==> config.mk <==
export PLATFORM = sky130hd
export DESIGN_NAME = fetch_unit
export DESIGN_NICKNAME = d
export VERILOG_FILES = /design/src/rtl/fetch_unit.sv
export SDC_FILE = /design/constraint.sdc
export NUM_CORES = 1
export LEC_CHECK = 0
export CAP_MARGIN = 20
export CELL_PAD_IN_SITES_DETAIL_PLACEMENT = 1
export CELL_PAD_IN_SITES_GLOBAL_PLACEMENT = 1
export CORE_ASPECT_RATIO = 2
export CORE_MARGIN = 1.5
export CORE_UTILIZATION = 40
export DETAILED_ROUTE_END_ITERATION = 6
export PLACE_DENSITY_LB_ADDON = 0.1
export SYNTH_ARGS = -nofsm -noshare
export SYNTH_HDL_FRONTEND = slang
export SYNTH_SLANG_ARGS = --single-unit
==> constraint.sdc <==
create_clock -name CLK -period 5.75 [get_ports CLK]
set_input_delay 0.8625 -clock CLK [delete_from_list [all_inputs] [get_ports CLK]]
set_output_delay 0.8625 -clock CLK [all_outputs]
set_load 0.05 [all_outputs]
==> src/rtl/fetch_unit.sv <==
// Instruction-fetch stage: owns the PC, issues one cache request at a time and feeds
// Instr/PC/PC+4 to decode. Handles decode redirects (delay slot already issued) and freeze.
module fetch_unit #(
  parameter logic [31:0] RESET_PC  = 32'h0000_0000,
  parameter logic [31:0] NOP_INSTR = 32'h0000_0000
) (
  input  logic        CLK,
  input  logic        RESET,
  input  logic [31:0] Alt_PC_IN,
  input  logic        Request_Alt_PC_IN,
  input  logic        WANT_FREEZE_IN,
  output logic [31:0] Instr_Addr_OUT,
  output logic        Instr_Req_OUT,
  input  logic [31:0] Instr_Data_IN,
  input  logic        Instr_Valid_IN,
  output logic [31:0] Instr1_OUT,
  output logic [31:0] Instr_PC_OUT,
  output logic [31:0] Instr_PC_Plus4_OUT,
  output logic [31:0] Fetch_Count_OUT
);

  typedef enum logic [1:0] {IDLE, WAIT, FROZEN_EMPTY, FROZEN_FULL} state_t;

  state_t      state;
  logic [31:0] pc_reg;
  logic [31:0] skid_data;
  logic [31:0] skid_pc;
  logic        pend;
  logic [31:0] pend_pc;
  logic [31:0] alt_target;
  logic        redir;
  logic [31:0] redir_pc;

  // A redirect seen this cycle supersedes any older pending target.
  always_comb begin
    alt_target = Alt_PC_IN & ~32'h3;
    redir      = Request_Alt_PC_IN | pend;
    redir_pc   = Request_Alt_PC_IN ? alt_target : pend_pc;
  end

  assign Instr_Addr_OUT = pc_reg;

  always_ff @(posedge CLK or negedge RESET) begin
    if (!RESET) begin
      state              <= IDLE;
      pc_reg             <= RESET_PC;
      skid_data          <= '0;
      skid_pc            <= '0;
      pend               <= 1'b0;
      pend_pc            <= '0;
      Instr_Req_OUT      <= 1'b0;
      Instr1_OUT         <= NOP_INSTR;
      Instr_PC_OUT       <= '0;
      Instr_PC_Plus4_OUT <= 32'd4;
      Fetch_Count_OUT    <= '0;
    end else begin
      // Capture is overridden below on the edges that consume the redirect.
      if (state != IDLE && Request_Alt_PC_IN) begin
        pend    <= 1'b1;
        pend_pc <= alt_target;
      end
      case (state)
        IDLE: begin
          state         <= WAIT;
          Instr_Req_OUT <= 1'b1;
        end
        WAIT: begin
          if (WANT_FREEZE_IN) begin
            Instr_Req_OUT <= 1'b0;
            if (Instr_Valid_IN) begin
              skid_data <= Instr_Data_IN;
              skid_pc   <= pc_reg;
              state     <= FROZEN_FULL;
            end else begin
              state <= FROZEN_EMPTY;
            end
          end else if (Instr_Valid_IN) begin
            Instr_PC_OUT       <= pc_reg;
            Instr_PC_Plus4_OUT <= pc_reg + 32'd4;
            if (redir) begin
              Instr1_OUT <= NOP_INSTR;
              pc_reg     <= redir_pc;
              pend       <= 1'b0;
            end else begin
              Instr1_OUT      <= Instr_Data_IN;
              pc_reg          <= pc_reg + 32'd4;
              Fetch_Count_OUT <= Fetch_Count_OUT + 32'd1;
            end
          end
        end
        FROZEN_EMPTY: begin
          if (!WANT_FREEZE_IN) begin
            state         <= WAIT;
            Instr_Req_OUT <= 1'b1;
            if (redir) begin
              pc_reg <= redir_pc;
              pend   <= 1'b0;
            end
          end
        end
        FROZEN_FULL: begin
          if (!WANT_FREEZE_IN) begin
            state              <= WAIT;
            Instr_Req_OUT      <= 1'b1;
            Instr_PC_OUT       <= skid_pc;
            Instr_PC_Plus4_OUT <= skid_pc + 32'd4;
            if (redir) begin
              Instr1_OUT <= NOP_INSTR;
              pc_reg     <= redir_pc;
              pend       <= 1'b0;
            end else begin
              Instr1_OUT      <= skid_data;
              pc_reg          <= skid_pc + 32'd4;
              Fetch_Count_OUT <= Fetch_Count_OUT + 32'd1;
            end
          end
        end
        default: state <= IDLE;
      endcase
    end
  end

endmodule
; ---- Yosys cells after proc, flatten, opt, wreduce, memory -nomap -nowiden
; Index checks and enable logic that the tools add are counted.
[totals]
regBits = 258
word_cells = 76
in_bits = 69
rom_bits = 0
memories = 0
mem_bits_rw = 0
latch_bits = 0
out_inout_bits = 161
[op_classes]
reduce_logical = 10
eq_ne = 10
div = 0
mux = 41
bitwise_logic = 1
n_lt_le_gt_ge = 0
n_addsub = 3
mul = 0
shift = 0
[op_table]
columns = operator, n
row1 = 32-bit two-way mux, 23
row2 = 32-bit case mux with 2 select lines, 4
row3 = 32-bit case mux with 3 select lines, 1
row4 = "32-bit by 3-bit adder with 32-bit output, second input constant", 2
row5 = "32-bit by 1-bit adder with 32-bit output, second input constant", 1
row6 = "2-bit inequality test, second input constant", 7
row7 = 1-bit two-way mux, 8
row8 = 2-bit case mux with 3 select lines, 1
row9 = 6-bit AND reduction, 1
row10 = "2-bit == test, second input constant", 2
row11 = 2-bit two-way mux, 2
row12 = 4-bit AND reduction, 1
row13 = 2-bit nonzero test, 2
row14 = 1-bit case mux with 3 select lines, 1
row15 = 3-bit AND reduction, 1
row16 = 3-bit nonzero test, 1
row17 = "2-bit by 1-bit == test with 1-bit output, second input constant", 1
row18 = 2-bit logical NOT, 1
row19 = 1-bit case mux with 2 select lines, 1
row20 = 2-bit AND reduction, 1
row21 = 2-bit OR reduction, 1
row22 = 1-bit logical AND, 1
row23 = 1-bit bitwise OR, 1

; ---- Longest topological paths before layout
; Gate-level depths: netlist of the first run.
[logic_depth]
ltp_word = 7
ltp_mapped = 8
ltp_nobuf = 7

; ---- Worst setup path after synthesis of the first run
; Ideal clock, no wire load.
[synth_path]
path_type = input-to-reg
startpoint = input Request_Alt_PC_IN
endpoint = register Fetch_Count_OUT[25]
path_buffers = 0
setup_time_ps = 142
path_slack_ps = 3147
arrival_ps = 2461
required_ps = 5608
stages = 6
path_cell_list = or2_2 > nor3_1 > nand4_1 > nor3_2 > nand3_1 > xnor2_1
[synth_via]
elab_chain_cells = 5
elab_cells_between_ends = 6
cone_classes = 5 x mux / 1 x bitwise
[synth_rtl]
columns = item, line
row1 = from (decl), 10  ; input logic Request_Alt_PC_IN,
row2 = 1-bit bitwise OR *, 37  ; redir = Request_Alt_PC_IN | pend;
row3 = 32-bit two-way mux *, -
row4 = 32-bit two-way mux (2 in series), -
row5 = 32-bit case mux with 2 select lines *, -
row6 = to (signal assigned), 87  ; Fetch_Count_OUT <= Fetch_Count_OUT + 32'd1;
row7 = to (signal assigned), 114  ; Fetch_Count_OUT <= Fetch_Count_OUT + 32'd1;
row8 = to (decl), 19  ; output logic [31:0] Fetch_Count_OUT
; Every way passes the cells marked *; elsewhere a longest branch is shown, timed or not. The select of a mux whose other input is x is not followed.
; A chain may end at the register's enable or synchronous reset.

; ---- Worst setup path in the final report of the first run
[layout_path]
startpoint = register state[1]
endpoint = register Fetch_Count_OUT[31]
[layout_via]
elab_chain_cells = 3
elab_cells_between_ends = 8
cone_classes = 5 x eq/ne / 1 x mux / 2 x reduce/logical
[layout_rtl]
columns = item, line
row1 = from (decl), 24  ; state_t state;
row2 = from (signal assigned), 45  ; state <= IDLE;
row3 = from (signal assigned), 64  ; state <= WAIT;
row4 = from (signal assigned), 73  ; state <= FROZEN_FULL;
row5 = 2-bit by 1-bit == test with 1-bit output or 2-bit == test (tied branches), 62  ; case (state)
row6 = 2-bit inequality test (no source line) or 2-bit nonzero test (tied branches), -
row7 = 4-bit AND reduction (no source line), -
; Several ways; a longest one is shown, not always the timed one.

==> results by stage, run 1 <==
Clock network:
- The TritonCTS clock tree is yes.
- The number of clock sinks seen by CTS is 256.
- The clock passes through at most 3 buffers.
- Buffers inserted to repair hold after CTS numbered 0.
- CTS built an H-tree with a depth of 1.
- Clock-pin slew was measured on the worst setup and hold paths at 0.07 ns.
- The post-cts sizing count is 0.
- CTS placed an instance of sky130_fd_sc_hd__clkbuf_16 at the clock tree root.
- Counting the buffers created by CTS gives 25.
- Buffers added to address setup during post-CTS repair amount to 0.
- The latest clock arrival within the worst-skew pair is 0.54 ns.

Drt:
- The routed layout has 10,800 vias.
- In this run, the number of DRC markers left after iteration 0 of detailed routing was 499.
- Summed over all layers, the routed wires come to 43,800 um.
- The count of unresolved DRC violations after routing is 0.
- The detailed router put a total of 15,900 um of wire on met1.
- The first detailed-routing pass took 5 iterations.
- The routed length on met2 is 23,600 um.
- The post-detailed-route wirelength per cell is 23.0 um.
- The average via count per standard cell is 5.66.
- After detailed routing, no signal wire sits above met4.
- The routed length on met3 is 1890 um.
- The post-route antenna net violation count is 0.

Timing:
- The worst path meets setup with 2.41 ns of slack.
- The final worst-path cycle share is 0.581.
- The clock skew is 0.0149 ns.
- The highest achievable clock rate is 299 MHz.
- Setup repair after global routing left no endpoint under its margin.
- The final count of pins violating max slew was 0.
- Setup violations remaining at the end of the flow were counted as 0.
- For the pin with the worst max-slew slack, the measured transition is 1.04 ns.
- The normalized max-slew margin is 0.299.
- Adding up every negative setup slack in the final design gives 0 ns.
- The final period demand of the worst path is 3.34 ns.
- The number of hold violations in the final report is 0.
- Hold timing on the final database bottoms out at a slack of 0.312 ns.

Placed design:
- Detailed placement finished with a half-perimeter wire length of 31,500 um.
- Routability-driven placement finished with a final weighted congestion of 0.887.
- Before CTS, the worst setup slack after placement is 1.82 ns.
- The number of buffer cells added on primary ports is 227.

Synth:
- The register area share after synthesis is 0.498.
- The netlist uses 63 different library cells.
- Among all flip-flop cells after synthesis, the most frequent one is sky130_fd_sc_hd__dfrtp_1.
- Synthesis inferred 256 register bits.
- The area of the mapped netlist is 12,900 um^2.
- Synthesis produced 1,297 cells.
- After synthesis, the share of flip-flops with an asynchronous set or reset is 1.00.
- The number of nets in the synthesized netlist is 1,370.
- Dividing the synthesized area by the synthesized cell count gives 9.91 um^2.
- The synthesized design contains 0 enable-type register cells.
- Yosys printed 0 warnings.

Power:
- The static leakage power is 6.68 nW.
- In this run the power density over the cells is 409 nW/um^2.
- Of the total power, the share spent switching nets is 0.397.
- The combinational cell fraction of total power is 0.339.
- In this run the power spent charging and discharging nets is 2.65 mW.
- The share of total power dissipated in the clock network is 0.265.
- The internal power of the cells totals 4.02 mW.
- The sequential share of power is 0.396.
- The worst vdd rail ir drop is 0.254 mV.
- The total power of the final layout is 6.67 mW.

GRT:
- Entering global routing, the biggest net connects 116 pins.
- The total overflow left after global routing is 0.
- The via count of the first global-routing pass is 11,700.
- The number of antenna violations at the first check in global routing came to 0.
- For this run, the total global-route usage over all layers was measured as 0.269.
- The global-route wire length before repair is 68,700 um.

Worst setup path:
- Data on the critical path is required at its endpoint by 6.17 ns.
- STA classifies the critical path endpoint as a flop.
- The arrival time of the worst setup path is 3.76 ns.
- For this run, the slowest stage of the critical path takes 0.87 ns.
- The signal on the critical path passes through o21ai_1, nor3_1, nand4_1, nor3_2, nand3_1, xnor2_1.
- The type of origin of the critical path is a flop.
- The worst register-to-register path has a setup slack of 2.41 ns.
- Among all stages on the critical path, the largest delay is contributed by sky130_fd_sc_hd__dfrtp_1.
- The depth of the worst register-to-register path is 6.
- The worst setup path is of the flop to flop kind.
- In this run the worst path has a maximum fanout of 19.

Floorplanning:
- The total core area is 31,500 um^2.
- The I/O pin count is 230.
- In this run the vertical extent of the chip is 257 um.
- The floorplan has 92 rows.
- The die covers 33,300 um^2.
- The floorplan step set the die width to 130 um.
- For this configuration, the core starts out at a cell density of 0.408.

Finish:
- Once layout is complete, the utilization of the core stands at 0.517.
- Relative to the synthesized area, the layout overhead comes to 26.9%.
- The antenna diode count is 0.
- The layout cell share with drive strength beyond 1 is 0.114.
- The post-layout net count is 1,538.

Flow run:
- Max-cap violations in this run came to 0.

Min path:
- The kind of path behind the tightest hold check is input port to asynchronous set/reset pin.

Outcome:
- The flow ran to the end, and the final reports show no timing, DRC or antenna violations.
kinds of logic (layout without fill, tap and decap cells):
family	after synthesis	in the layout	synth area share
adders and majority gates	4	4	0.00389
xor gates and xnor gates	84	84	0.0572
AOI/OAI and AO/OA	254	254	0.127
DFF	256	256	0.498
buffers and inverters	116	301	0.0358
and+or+nand+nor	445	445	0.162
muxes	138	138	0.116
cell usage after synthesis, drive strengths merged, types with 26 or more instances:
| master | n | area share |
|---|---|---|
| dfrtp | 255 | 0.50 |
| nand2 | 187 | 0.055 |
| nor2 | 97 | 0.028 |
| mux2 | 91 | 0.080 |
| o21ai | 82 | 0.032 |
| clkbuf | 78 | 0.023 |
| xnor2 | 55 | 0.037 |
| mux2i | 47 | 0.037 |
| nand3 | 41 | 0.016 |
| a31oi | 40 | 0.019 |
| nand4 | 34 | 0.018 |
| a21oi | 32 | 0.012 |
| xor2 | 29 | 0.020 |
| nor3 | 26 | 0.011 |
per-layer routing:
layer | up-vias | GRT usage
met5 | - | 0
met4 | 0 | 0.136
met3 | 105 | 0.0344
met2 | 318 | 0.499
met1 | 5416 | 0.291
li1 | 4950 | -
power groups by stage:
stage / clock network [mW] / registers (mW) / logic [mW]
final: 1.77 / 2.64 / 2.26
after global routing: 1.87 / 2.69 / 2.40
after CTS: 1.82 / 2.63 / 2.28
after detailed placement: 0 / 2.67 / 2.27
after global placement: 0 / 2.64 / 2.23
after floorplan: 0 / 3.17 / 0.847
path summary, 6_finish.rpt:
check | start | end
max | state[1]$_DFFE_PN0P_ | Fetch_Count_OUT[31]$_DFFE_PN0P_
min reg2reg | Fetch_Count_OUT[31]$_DFFE_PN0P_ | Fetch_Count_OUT[31]$_DFFE_PN0P_
min | RESET | Instr_PC_OUT[5]$_DFFE_PN0P_
max in group asynchronous | RESET | Instr1_OUT[20]$_DFFE_PN0P_
min in group CLK | Fetch_Count_OUT[31]$_DFFE_PN0P_ | Fetch_Count_OUT[31]$_DFFE_PN0P_
max reg2reg | state[1]$_DFFE_PN0P_ | Fetch_Count_OUT[31]$_DFFE_PN0P_
placed cells by master (no fill, tap or decap), types with 4 or more instances in the layout:
cell type	Yosys	routed
sky130_fd_sc_hd__a22oi_1	5	5
sky130_fd_sc_hd__ha_1	4	4
sky130_fd_sc_hd__bufinv_16	0	4
sky130_fd_sc_hd__clkbuf_16	0	25
sky130_fd_sc_hd__clkbuf_1	76	4
sky130_fd_sc_hd__nand2b_1	5	4
sky130_fd_sc_hd__and4_1	8	8
sky130_fd_sc_hd__inv_1	13	13
sky130_fd_sc_hd__nor3_1	24	24
sky130_fd_sc_hd__o21a_1	4	4
sky130_fd_sc_hd__xor2_1	29	29
sky130_fd_sc_hd__o221ai_1	22	22
sky130_fd_sc_hd__nor2_1	97	95
sky130_fd_sc_hd__a21oi_1	32	32
sky130_fd_sc_hd__clkinv_2	0	4
sky130_fd_sc_hd__and3_1	11	11
sky130_fd_sc_hd__clkdlybuf4s50_1	0	226
sky130_fd_sc_hd__nand3_1	41	40
sky130_fd_sc_hd__a221o_1	7	7
sky130_fd_sc_hd__a31oi_1	40	40
sky130_fd_sc_hd__nand2_1	187	186
sky130_fd_sc_hd__nor4_1	11	11
sky130_fd_sc_hd__buf_4	3	15
sky130_fd_sc_hd__xnor2_1	55	55
sky130_fd_sc_hd__o22ai_1	18	18
sky130_fd_sc_hd__o31ai_1	5	5
sky130_fd_sc_hd__nand4_1	32	32
sky130_fd_sc_hd__mux2_2	91	91
sky130_fd_sc_hd__o211ai_1	5	5
sky130_fd_sc_hd__clkbuf_8	0	5
sky130_fd_sc_hd__nor4_2	4	4
sky130_fd_sc_hd__a22o_1	8	8
sky130_fd_sc_hd__nor2b_1	6	6
sky130_fd_sc_hd__dfrtp_1	255	255
sky130_fd_sc_hd__a211oi_1	6	6
sky130_fd_sc_hd__o21ai_0	78	78
sky130_fd_sc_hd__mux2i_1	47	47
worst max-delay path: cells and delay by family (launching register included):
family                    cells  cell delay [ns]
AOI/OAI and AO/OA             1             0.35
xor gates and xnor gates      1             0.16
DFF                           1             0.87
and+or+nand+nor               4             1.84
final cells by class:
class / count / area, um^2
multi-input cells: 925 / 6030
flip-flops and latches: 256 / 6410
clock buffers: 34 / 709
well taps: 423 / 529
clock inverters: 10 / 155
fillers: 3576 / 15200
inverters: 13 / 48.8
repair buffers: 244 / 2430
state kept, by name (all words and copies together) (netlist names):
signal	cells
Fetch_Count_OUT	32
Instr1_OUT	32
Instr_Addr_OUT	32
Instr_PC_OUT	32
Instr_PC_Plus4_OUT	30
Instr_Req_OUT	1
pend	1
pend_pc	30
skid_data	32
skid_pc	32
state	2
stage by stage:
step | std cells | area (um^2)
finish | 1905 | 16300
global route | 1905 | 16300
CTS | 1904 | 16300
detailed placement | 1860 | 15400
global placement | 1860 | 15400
floorplan | 1297 | 12900
(Power assumes the default switching activity.)
==> inputs of run 2 (changes only) <==
Settings changed: CORE_UTILIZATION 40 to 37.
Clock period 5.75 ns to 3 ns, I/O delays scaled along.
==> run 2 against run 1 <==
  * Power grew 95%
  * Clock skew is 0.0076 ns higher
  * Via count up 2.6%
  * Critical path type is now flop to primary output
==> results by stage, run 2 (synthesis results as in run 1) <==
Worst setup path:
- The worst endpoint required time is 2.55 ns (-3.62 ns).
- The type of origin of the critical path is a flop.
- The arrival time of the worst setup path is 2.12 ns (-1.64 ns).
- The worst path buffer plus inverter count was 1 (+1).
- Traced cell by cell, the critical path runs through clkdlybuf4s50_1.
- The highest cell delay on the worst timing path was 0.91 ns (+0.04 ns).
- For this design, the slowest cell found on the critical path is sky130_fd_sc_hd__clkdlybuf4s50_1.
- The kind of cell with the highest combined delay on the critical path is buffers and inverters.
- STA classifies the critical path endpoint as a primary output.
- The maximum fanout encountered on the critical timing path is 12 (-7).
- The worst setup path is of the flop to primary output kind.

Clock network:
- The largest buffer count on any clock path is 3 (unchanged).
- TritonCTS built the clock tree.
- The number of H-tree levels is 1 (unchanged).
- The number of buffers created by CTS is 25 (unchanged).
- The post-cts sizing count is 0 (unchanged).
- The register clock-pin slew on the reported worst setup and hold paths is 0.07 ns (about the same).
- The number of clock sinks seen by CTS is 256 (unchanged).
- The clock root buffer is sky130_fd_sc_hd__clkbuf_16.
- The latest clock arrival within the worst-skew pair came to 0.55 ns (about the same).

GRT:
- The number of antenna violations at the first check in global routing is 1 (+1).
- The total routing resource utilization after global routing is 0.257 (-0.0120).
- The global-route wire length before repair came to 70,700 um (+2.9%).
- The maximum number of pins on one net before global-route repair is 72 (-38%).
- The remaining global-route overflow is 0 (unchanged).
- The via count of the first global-routing pass is 12,000 (+2.3%).

Floorplanning:
- The total core area was 34,200 um^2 (+8.5%).
- The I/O pin count is 230 (unchanged).
- The total number of placement rows is 96 (+4.3%).
- The effective utilization at floorplan is 0.376 (-0.0321).
- The area of the die came to 35,900 um^2 (+8.0%).
- The width of the die came to 135 um (+3.9%).
- The die height is 267 um (+3.9%).

Drt:
- The average via count per standard cell came to 5.57 (-1.6%).
- The post-route antenna net violation count is 0 (unchanged).
- The first-pass detailed-route iteration total is 4 (-1).
- The wire length reported by the detailed router is 45,800 um (+4.6%).
- The vias after detailed routing was 11,100 (+2.6%).
- The post-detailed-route wirelength per cell is 23.1 um (+0.29%).
- The initial DRC count is 466 (-6.6%).
- The count of unresolved DRC violations after routing is 0 (unchanged).

Timing:
- The number of hold violations in the final report is 0 (unchanged).
- The final period demand of the worst path is 2.57 ns.
- The count of endpoints failing setup in the final report is 0 (unchanged).
- Setup repair after global routing left no endpoint under its margin.
- The final count of pins violating max slew is 0 (unchanged).
- Dividing the final minimum period by the clock period gives 0.855.
- The transition at the pin with the smallest max-transition slack is 0.698 ns (-0.344 ns).
- The clock skew is 0.0226 ns (+0.00761 ns).
- The highest achievable clock rate is 390 MHz.
- The normalized max-slew margin is 0.533 (+0.234).
- The sum of negative setup slack is 0 ns (unchanged).

Power:
- The switching component of the power came to 5.14 mW (+94%).
- The static leakage power was 7.02 nW (+5.0%).
- The switching fraction of total power is 0.395 (-0.00198).
- The power density over cell area is 771 nW/um^2 (+89%).
- The combinational cell fraction of total power came to 0.359 (+0.020).
- The total power of the final layout came to 13.0 mW (+95%).
- The portion of total power attributed to the clock network came to 0.264 (about the same).
- The sequential share of power came to 0.378 (-0.018).
- The worst vdd rail ir drop came to 0.428 mV (+68%).
- The internal cell power is 7.87 mW (+96%).

Finish:
- The sequential standard cell area is 6410 um^2 (unchanged).
- The layout overhead on the synthesized area is 31.2%.
- The commonest non-fill, non-tap cell in the layout is sky130_fd_sc_hd__dfrtp_1.
- The count of filler cells inserted in the layout is 3,804 (+6.4%).
- The layout cell share with drive strength beyond 1 is 0.150 (+0.0356).
- The post-layout net count was 1,601 (+4.1%).
- In the layout the commonest cells are sky130_fd_sc_hd__dfrtp_1, sky130_fd_sc_hd__clkdlybuf4s50_1, sky130_fd_sc_hd__nand2_1.
- The area of the multi-input gates is 6030 um^2 (unchanged).

Placed design:
- The half-perimeter wire length of the detailed placement result is 34,400 um (+9.3%).
- The final weighted congestion in routability-driven placement is 0.951 (+7.1%).
- The number of buffer cells added on primary ports was 227 (unchanged).

Outcome:
- The flow ran to the end, and the final reports show no timing, DRC or antenna violations.

Flow run:
- The number of maximum-capacitance constraint violations is 0 (unchanged).

Min path:
- The kind of path behind the tightest hold check is input port to asynchronous set/reset pin.
## run 2: cell types whose count changed in the layout (fill, tap and decap cells not counted), moves of 2 or more
| cell | before | now |
|---|---|---|
| sky130_fd_sc_hd__inv_6 | 0 | 2 |
| sky130_fd_sc_hd__buf_4 | 15 | 73 |
| sky130_fd_sc_hd__buf_12 | 2 | 6 |
| sky130_fd_sc_hd__clkinvlp_4 | 2 | 0 |
| sky130_fd_sc_hd__clkinv_2 | 4 | 2 |
## run 2: worst reg2reg max path, cell delays in order (launching register included)
cell                       delay, ns
sky130_fd_sc_hd__dfrtp_1        0.47
sky130_fd_sc_hd__nand4_1        0.28
sky130_fd_sc_hd__nor4_1         0.54
sky130_fd_sc_hd__buf_4          0.22
sky130_fd_sc_hd__nand3_1        0.19
sky130_fd_sc_hd__xnor2_1        0.35
sky130_fd_sc_hd__a211oi_1       0.10
sky130_fd_sc_hd__o31ai_1        0.23
## run 2: timing repair
action	4_1_cts	5_1_grt
endpoints found under the setup margin	0	0
hold buffers	1	0
setup buffers	0	0
hold endpoints to repair	56	0
## run 2: power by group through the flow
stage / Combinational, mW / Sequential (mW) / Clock, mW
2_1_floorplan: 1.62 / 6.08 / 0
3_3_place_gp: 4.60 / 4.94 / 0
3_5_place_dp: 4.67 / 4.97 / 0
4_1_cts: 4.69 / 4.91 / 3.54
5_1_grt: 4.94 / 5.01 / 3.65
6_report: 4.67 / 4.91 / 3.43
## run 2: worst paths after layout
check,slack [ns],to,cells after the start,from
min reg2reg,0.47,Instr_PC_Plus4_OUT[4]$_DFFE_PN0P_,2,Instr_PC_Plus4_OUT[4]$_DFFE_PN0P_
max,0.43,Instr_Addr_OUT[8],1,Instr_Addr_OUT[8]$_DFFE_PN0P_
min in group CLK,0.47,Instr_PC_Plus4_OUT[4]$_DFFE_PN0P_,2,Instr_PC_Plus4_OUT[4]$_DFFE_PN0P_
min,0.44,Instr_PC_OUT[10]$_DFFE_PN0P_,2,RESET
max reg2reg,0.54,Instr_Addr_OUT[30]$_DFFE_PN0P_,7,skid_pc[19]$_DFFE_PN0P_
max in group asynchronous,1.69,Instr_PC_Plus4_OUT[2]$_DFFE_PN1P_,3,RESET
## run 2: final cells by class
| cell class | instances | area share |
|---|---|---|
| inverter | 13 | 0.00289 |
| multi-input combinational | 925 | 0.358 |
| tap | 441 | 0.0327 |
| sequential | 256 | 0.380 |
| timing repair buffer | 307 | 0.175 |
| clock inverter | 9 | 0.00927 |
| clock buffer | 34 | 0.0426 |
| antenna | 1 | 0.000148 |
## run 2: through the flow
stage	util	std cells	hold slack (ns)	setup WS, ns	instance area, um^2
2_1_floorplan	-	1297	0.154	0.443	12900
3_3_place_gp	0.467	1941	0.425	0.238	16000
3_5_place_dp	0.467	1941	0.422	0.169	16000
4_1_cts	0.493	1985	0.448	0.410	16900
5_1_grt	0.493	1986	0.458	0.393	16900
6_report	0.493	1986	0.435	0.434	16900
## run 2: metal layers
metal  track usage  vias to the layer above  share of wire
li1              -                     5083              -
met1         0.268                     5590           0.36
met2         0.479                      282           0.53
met3        0.0353                      112          0.041
met4         0.155                        0          0.064
met5             0                        -              0
